`src/rtl/gbf_read_scheduler.sv`:
```
// Round-robin read scheduler for one global-buffer RAM read port.
// A granted requester owns the port for a burst of consecutive addresses.
// Returning data is tagged with the owner, and done pulses on the last word.
module gbf_read_scheduler #(
  parameter int unsigned NUM_REQ = 4,
  parameter int unsigned HEIGHT  = 32,
  parameter int unsigned AW      = $clog2(HEIGHT),
  parameter int unsigned LW      = 4,
  localparam int unsigned SW     = $clog2(NUM_REQ)
) (
  input  logic                  clk,
  input  logic                  rst,
  input  logic                  en,
  input  logic [NUM_REQ-1:0]    req,
  input  logic [NUM_REQ*AW-1:0] req_addr,
  input  logic [NUM_REQ*LW-1:0] req_len,
  output logic [NUM_REQ-1:0]    grant,
  output logic [SW-1:0]         select,
  output logic                  rd_en,
  output logic [AW-1:0]         ram_addr,
  output logic                  data_valid,
  output logic [NUM_REQ-1:0]    data_owner,
  output logic [NUM_REQ-1:0]    done,
  output logic                  busy
);

  localparam logic [1:0] StIdle  = 2'd0;
  localparam logic [1:0] StIssue = 2'd1;
  localparam logic [1:0] StDrain = 2'd2;

  logic [1:0]         state_q, state_d;
  logic [SW-1:0]      rr_ptr_q, rr_ptr_d;
  logic [NUM_REQ-1:0] grant_q, grant_d;
  logic [SW-1:0]      select_q, select_d;
  logic               rd_en_q, rd_en_d;
  logic [AW-1:0]      ram_addr_q, ram_addr_d;
  logic [LW-1:0]      remaining_q, remaining_d;
  logic               data_valid_q, data_valid_d;
  logic [NUM_REQ-1:0] data_owner_q, data_owner_d;
  logic [NUM_REQ-1:0] done_q, done_d;
  logic               busy_q, busy_d;

  logic [AW-1:0] addr_arr [NUM_REQ];
  logic [LW-1:0] len_arr  [NUM_REQ];

  logic          win_found;
  logic [SW-1:0] win_idx;

  // Unpack the per-requester address and length fields.
  for (genvar n = 0; n < NUM_REQ; n++) begin : g_unpack
    assign addr_arr[n] = req_addr[n*AW +: AW];
    assign len_arr[n]  = req_len[n*LW +: LW];
  end

  // Round-robin search: first set request bit at or above rr_ptr, wrapping.
  always_comb begin
    int unsigned idx;
    logic [SW-1:0] idx_sw;
    win_found = 1'b0;
    win_idx   = '0;
    idx       = 0;
    idx_sw    = '0;
    for (int i = 0; i < NUM_REQ; i++) begin
      idx = int'(rr_ptr_q) + i;
      if (idx >= NUM_REQ) begin
        idx = idx - NUM_REQ;
      end
      idx_sw = SW'(idx);
      if (!win_found && req[idx_sw]) begin
        win_found = 1'b1;
        win_idx   = idx_sw;
      end
    end
  end

  // Next-state logic for the burst FSM and all registered outputs.
  always_comb begin
    state_d      = state_q;
    rr_ptr_d     = rr_ptr_q;
    grant_d      = grant_q;
    select_d     = select_q;
    rd_en_d      = rd_en_q;
    ram_addr_d   = ram_addr_q;
    remaining_d  = remaining_q;
    busy_d       = busy_q;
    // Read data returns one cycle after the address, owned by the current grant.
    data_valid_d = rd_en_q;
    data_owner_d = rd_en_q ? grant_q : '0;
    done_d       = '0;

    unique case (state_q)
      StIdle: begin
        if (en && win_found) begin
          grant_d          = '0;
          grant_d[win_idx] = 1'b1;
          select_d         = win_idx;
          ram_addr_d       = addr_arr[win_idx];
          rd_en_d          = 1'b1;
          busy_d           = 1'b1;
          // Zero length is served as a single-word burst.
          remaining_d      = (len_arr[win_idx] == '0) ? LW'(1) : len_arr[win_idx];
          state_d          = StIssue;
        end
      end
      StIssue: begin
        if (remaining_q == LW'(1)) begin
          rd_en_d = 1'b0;
          // The last word lands in DRAIN, so done rides along with it.
          done_d  = grant_q;
          state_d = StDrain;
        end else begin
          remaining_d = remaining_q - LW'(1);
          ram_addr_d  = (ram_addr_q == AW'(HEIGHT - 1)) ? '0 : ram_addr_q + AW'(1);
        end
      end
      StDrain: begin
        grant_d  = '0;
        select_d = '0;
        busy_d   = 1'b0;
        rr_ptr_d = (select_q == SW'(NUM_REQ - 1)) ? '0 : select_q + SW'(1);
        state_d  = StIdle;
      end
      default: begin
        state_d = StIdle;
      end
    endcase
  end

  // State registers; reset aborts any burst and drops in-flight data.
  always_ff @(posedge clk) begin
    if (rst) begin
      state_q      <= StIdle;
      rr_ptr_q     <= '0;
      grant_q      <= '0;
      select_q     <= '0;
      rd_en_q      <= 1'b0;
      ram_addr_q   <= '0;
      remaining_q  <= '0;
      data_valid_q <= 1'b0;
      data_owner_q <= '0;
      done_q       <= '0;
      busy_q       <= 1'b0;
    end else begin
      state_q      <= state_d;
      rr_ptr_q     <= rr_ptr_d;
      grant_q      <= grant_d;
      select_q     <= select_d;
      rd_en_q      <= rd_en_d;
      ram_addr_q   <= ram_addr_d;
      remaining_q  <= remaining_d;
      data_valid_q <= data_valid_d;
      data_owner_q <= data_owner_d;
      done_q       <= done_d;
      busy_q       <= busy_d;
    end
  end

  assign grant      = grant_q;
  assign select     = select_q;
  assign rd_en      = rd_en_q;
  assign ram_addr   = ram_addr_q;
  assign data_valid = data_valid_q;
  assign data_owner = data_owner_q;
  assign done       = done_q;
  assign busy       = busy_q;

endmodule

```
`config.mk`:
```
export PLATFORM = sky130hd
export DESIGN_NAME = gbf_read_scheduler
export DESIGN_NICKNAME = d
export VERILOG_FILES = /design/src/rtl/gbf_read_scheduler.sv
export SDC_FILE = /design/constraint.sdc
export NUM_CORES = 1
export LEC_CHECK = 0
export CAP_MARGIN = 20
export CORE_AREA = 2 2 90 49
export CTS_BUF_LIST = sky130_fd_sc_hd__clkbuf_2
export DETAILED_ROUTE_END_ITERATION = 8
export DIE_AREA = 0 0 92 51
export PLACE_DENSITY = 0.8
export SLEW_MARGIN = 20
export SYNTH_ARGS = -nofsm -noshare
export SYNTH_HDL_FRONTEND = slang
export SYNTH_SLANG_ARGS = --single-unit
```
`constraint.sdc`:
```
create_clock -name clk -period 6.7 [get_ports clk]
set_clock_uncertainty 0.2 [all_clocks]
set_input_delay 2.01 -clock clk [delete_from_list [all_inputs] [get_ports clk]]
set_output_delay 2.01 -clock clk [all_outputs]
set_load 0.02 [all_outputs]
```
==> impl_metrics.json <==
{
  "status": "finished, final reports clean",
  "die_x_microns": 92,
  "startpoint_type": "input pin",
  "rows": 17,
  "chipHeight_microns": 51,
  "seqPwrFrac_pct": 46.4,
  "path_cells": "clkdlybuf4s50_1 -> o41ai_1 -> a21o_1 -> a21oi_1 -> buf_4 -> o21a_1 -> a211oi_1",
  "period_needed_ps": 4257,
  "grt_setup_unrepaired": "no",
  "via_count": 1713,
  "worst_slew_pin_slew_ps": 960.3,
  "antenna_left": 0,
  "ys_seq_area_share_pct": 35.27,
  "worstHoldPathCells": 2,
  "clock-sinks": 30,
  "io_pins": 65,
  "power_density_mw_per_mm2": 185.0,
  "synth-seq-cells": 30,
  "finalSetupViolations": 0,
  "synthCells": 198,
  "cts_max_level": 2,
  "grt_max_degree": 24,
  "r2r-start": "rr_ptr_q[1]",
  "p_switching_mw": 0.1533,
  "grt_pass1_wl_microns": 7755,
  "first_pass_iters": 5,
  "wire_per_inst_microns": 15.05,
  "critPathKind": "input pin to flop",
  "ys_types": 47,
  "hold_viol": 0,
  "slew_headroom_pct": 35.78,
  "drive_gt1_share_pct": 7.280,
  "reg2reg_setup_slack_ps": 4230,
  "final_cell_count_no_fill": 318,
  "grt-ovfl-total": 0,
  "synth_ff_type": "dfxtp_1",
  "place_congestion": 0.9782,
  "yosys-top-cells-area": "dfxtp_1, a211oi_1, nor2_1",
  "syn_to_final_growth_pct": 41.73,
  "insertion_delay_ps": 340,
  "nets": 308,
  "crit_arrival_ps": 4300,
  "cts_buffer_depth": 2,
  "end_kind": "flop",
  "drt_iter0_drc": 135,
  "synth-simple-area-share_pct": 24.61,
  "synth_compound_area_share_pct": 28.95,
  "port_buffers": 64,
  "min_from": "busy",
  "antenna_found_initial": 0,
  "max_freq_mhz": 234.9,
  "final.setup.tns_ps": 0,
  "dp.cells": 309,
  "p_comb_share_pct": 34.2,
  "maxCapViolCount": 0,
  "leakage_nw": 0.9059,
  "synth_xor_area_share_pct": 1.029,
  "cp_slowest_cell": "o41ai_1",
  "cts-root-buf": "clkbuf_2",
  "synth_edf_count": 0,
  "switching_share_pct": 34.33,
  "synth_area_sq_mm": 0.001703,
  "ff2ff_path_depth": 6,
  "hold_end": "busy",
  "via_per_inst": 5.387,
  "critPathMaxStageDelay_ps": 750,
  "drc": 0,
  "synth_top_area_share_pct": 35.27,
  "final_area_sq_mm": 0.002414,
  "cts_tree": "yes",
  "place_area_sq_mm": 0.002364,
  "synth_fa_ha_area_share_pct": 3.674,
  "grt_pass1_vias": 1560,
  "ys_warn_count": 0,
  "slew_violations": 0,
  "core_sq_mm": 0.004041,
  "syn_avg_cell_area_sq_um": 8.600,
  "timing.final.ws_setup_ps": 2443,
  "die_area_sq_mm": 0.004692,
  "synth_top_family_by_area": "compound AO/OA/AOI/OAI gates",
  "ctsResizeCount": 0,
  "hold_buffers": 0,
  "async_reset_ff_share_pct": 0,
  "required_ps": 6740,
  "timing.rr.end": "remaining_q[1]",
  "synth_nets": 246,
  "internal_power_mw": 0.2933,
  "pre_cts_ws_ps": 2074,
  "clkPwrFrac_pct": 19.4,
  "diodes": 0,
  "initial_utilization_pct": 42.14,
  "wl_microns": 4786,
  "clkTransAtPathRegs_ps": 150,
  "final_util_pct": 59.72,
  "yosys-mux-area-fraction_pct": 2.351,
  "post_cts_buffers": 0,
  "hold_path.class": "flop to flop",
  "crit_path_max_fanout": 10,
  "fin_crit_sh_pct": 63.53,
  "yosys.area.top_type": "dfxtp_1",
  "post-dp-hpwl_microns": 3587,
  "grtUsageTotal_pct": 21.22,
  "cts_buffers": 5,
  "max-vdd-ir-drop_mv": 0.06214
}
-- worst max-delay path, delay by kind of cell --
| family | cells | cell delay, ps |
|---|---|---|
| AOI/OAI and AO/OA | 5 | 1530 |
| buffers and inverters | 2 | 760 |
-- layout make-up --
class / count / area [sq um]
fill: 367 / 1628
multi-input combinational: 153 / 1036
timing repair buffer: 65 / 648.1
sequential: 30 / 600.6
tap: 57 / 71.32
clock buffer: 6 / 30.03
inverter: 5 / 18.77
clock inverter: 2 / 8.758
-- cell families after synthesis --
family | Yosys count
DFF | 30
xor gates and xnor gates | 2
AOI/OAI and AO/OA | 65
muxes | 4
buffers and inverters | 15
and+or+nand+nor | 77
adders and majority gates | 5
-- worst max-delay path by stage --
stage | slack [ps] | cells after the start | end | start
after floorplan | 3130 | 7 | ram_addr[4] | req[0]
after global placement | 2150 | 7 | remaining_q[0] | req[0]
after detailed placement | 2070 | 7 | remaining_q[0] | req[0]
after CTS | 2420 | 7 | remaining_q[0] | req[0]
after global routing | 2340 | 7 | remaining_q[1] | req[0]
final | 2440 | 7 | remaining_q[1] | req[2]
-- flip-flops by register name, indices dropped and copies added (netlist names) --
name,cells
data_valid,1
ram_addr,5
data_owner,4
done,4
rd_en,1
select,2
remaining_q,4
grant,4
rr_ptr_q,2
state_q,2
busy,1
-- cell usage in the layout, fill, tap and decap left out, drive strengths merged, types with 2 or more instances in the layout --
master and instances:
nor3 7, a211o 2, clkbuf 6, a21boi 10, nor2 23, clkinv 2, a31oi 6, nand3 13
a311oi 2, or3 6, a21oi 8, nand2b 4, and2 10, o21ai 7, a211oi 14, nand2 6
nor2b 3, mux2i 4, a32oi 4, dfxtp 30, inv 5, clkdlybuf4s50 64, ha 5
-- layer usage --
metal | vias up | part of all wire (%) | track usage (%)
met2 | 69 | 40 | 29.17
met5 | - | 0 | 0
met3 | 4 | 8.2 | 4.867
li1 | 863 | - | -
met1 | 777 | 51 | 32.79
met4 | 0 | 0.84 | 5.224
-- stage by stage --
| step | hold slack (ps) | total power, mW |
|---|---|---|
| after global routing | 310.2 | 0.4740 |
| after detailed placement | 254.9 | 0.3592 |
| after floorplan | 285.0 | 0.2971 |
| after CTS | 275.9 | 0.4442 |
| final | 271.0 | 0.4466 |
| after global placement | 250.1 | 0.3554 |
-- cell usage after synthesis (5+ instances only) --
cell and number:
dfxtp_1 30, nor2_1 22, a211oi_1 14, nand3_1 13, and2_1 9, a21boi_0 8
a21oi_1 8, o21ai_0 7, a31oi_1 6, nand2_1 6, nor3_1 6, or3_1 6
buf_2 5, ha_1 5, inv_1 5
-- power by group through the flow --
stage | logic [mW] | registers (mW) | clock network [mW]
after floorplan | 0.0806 | 0.217 | 0
after global placement | 0.145 | 0.210 | 0
after detailed placement | 0.149 | 0.211 | 0
after CTS | 0.150 | 0.207 | 0.0878
after global routing | 0.167 | 0.210 | 0.0976
final | 0.153 | 0.207 | 0.0867
No activity file was read; power rests on OpenSTA's default activity.
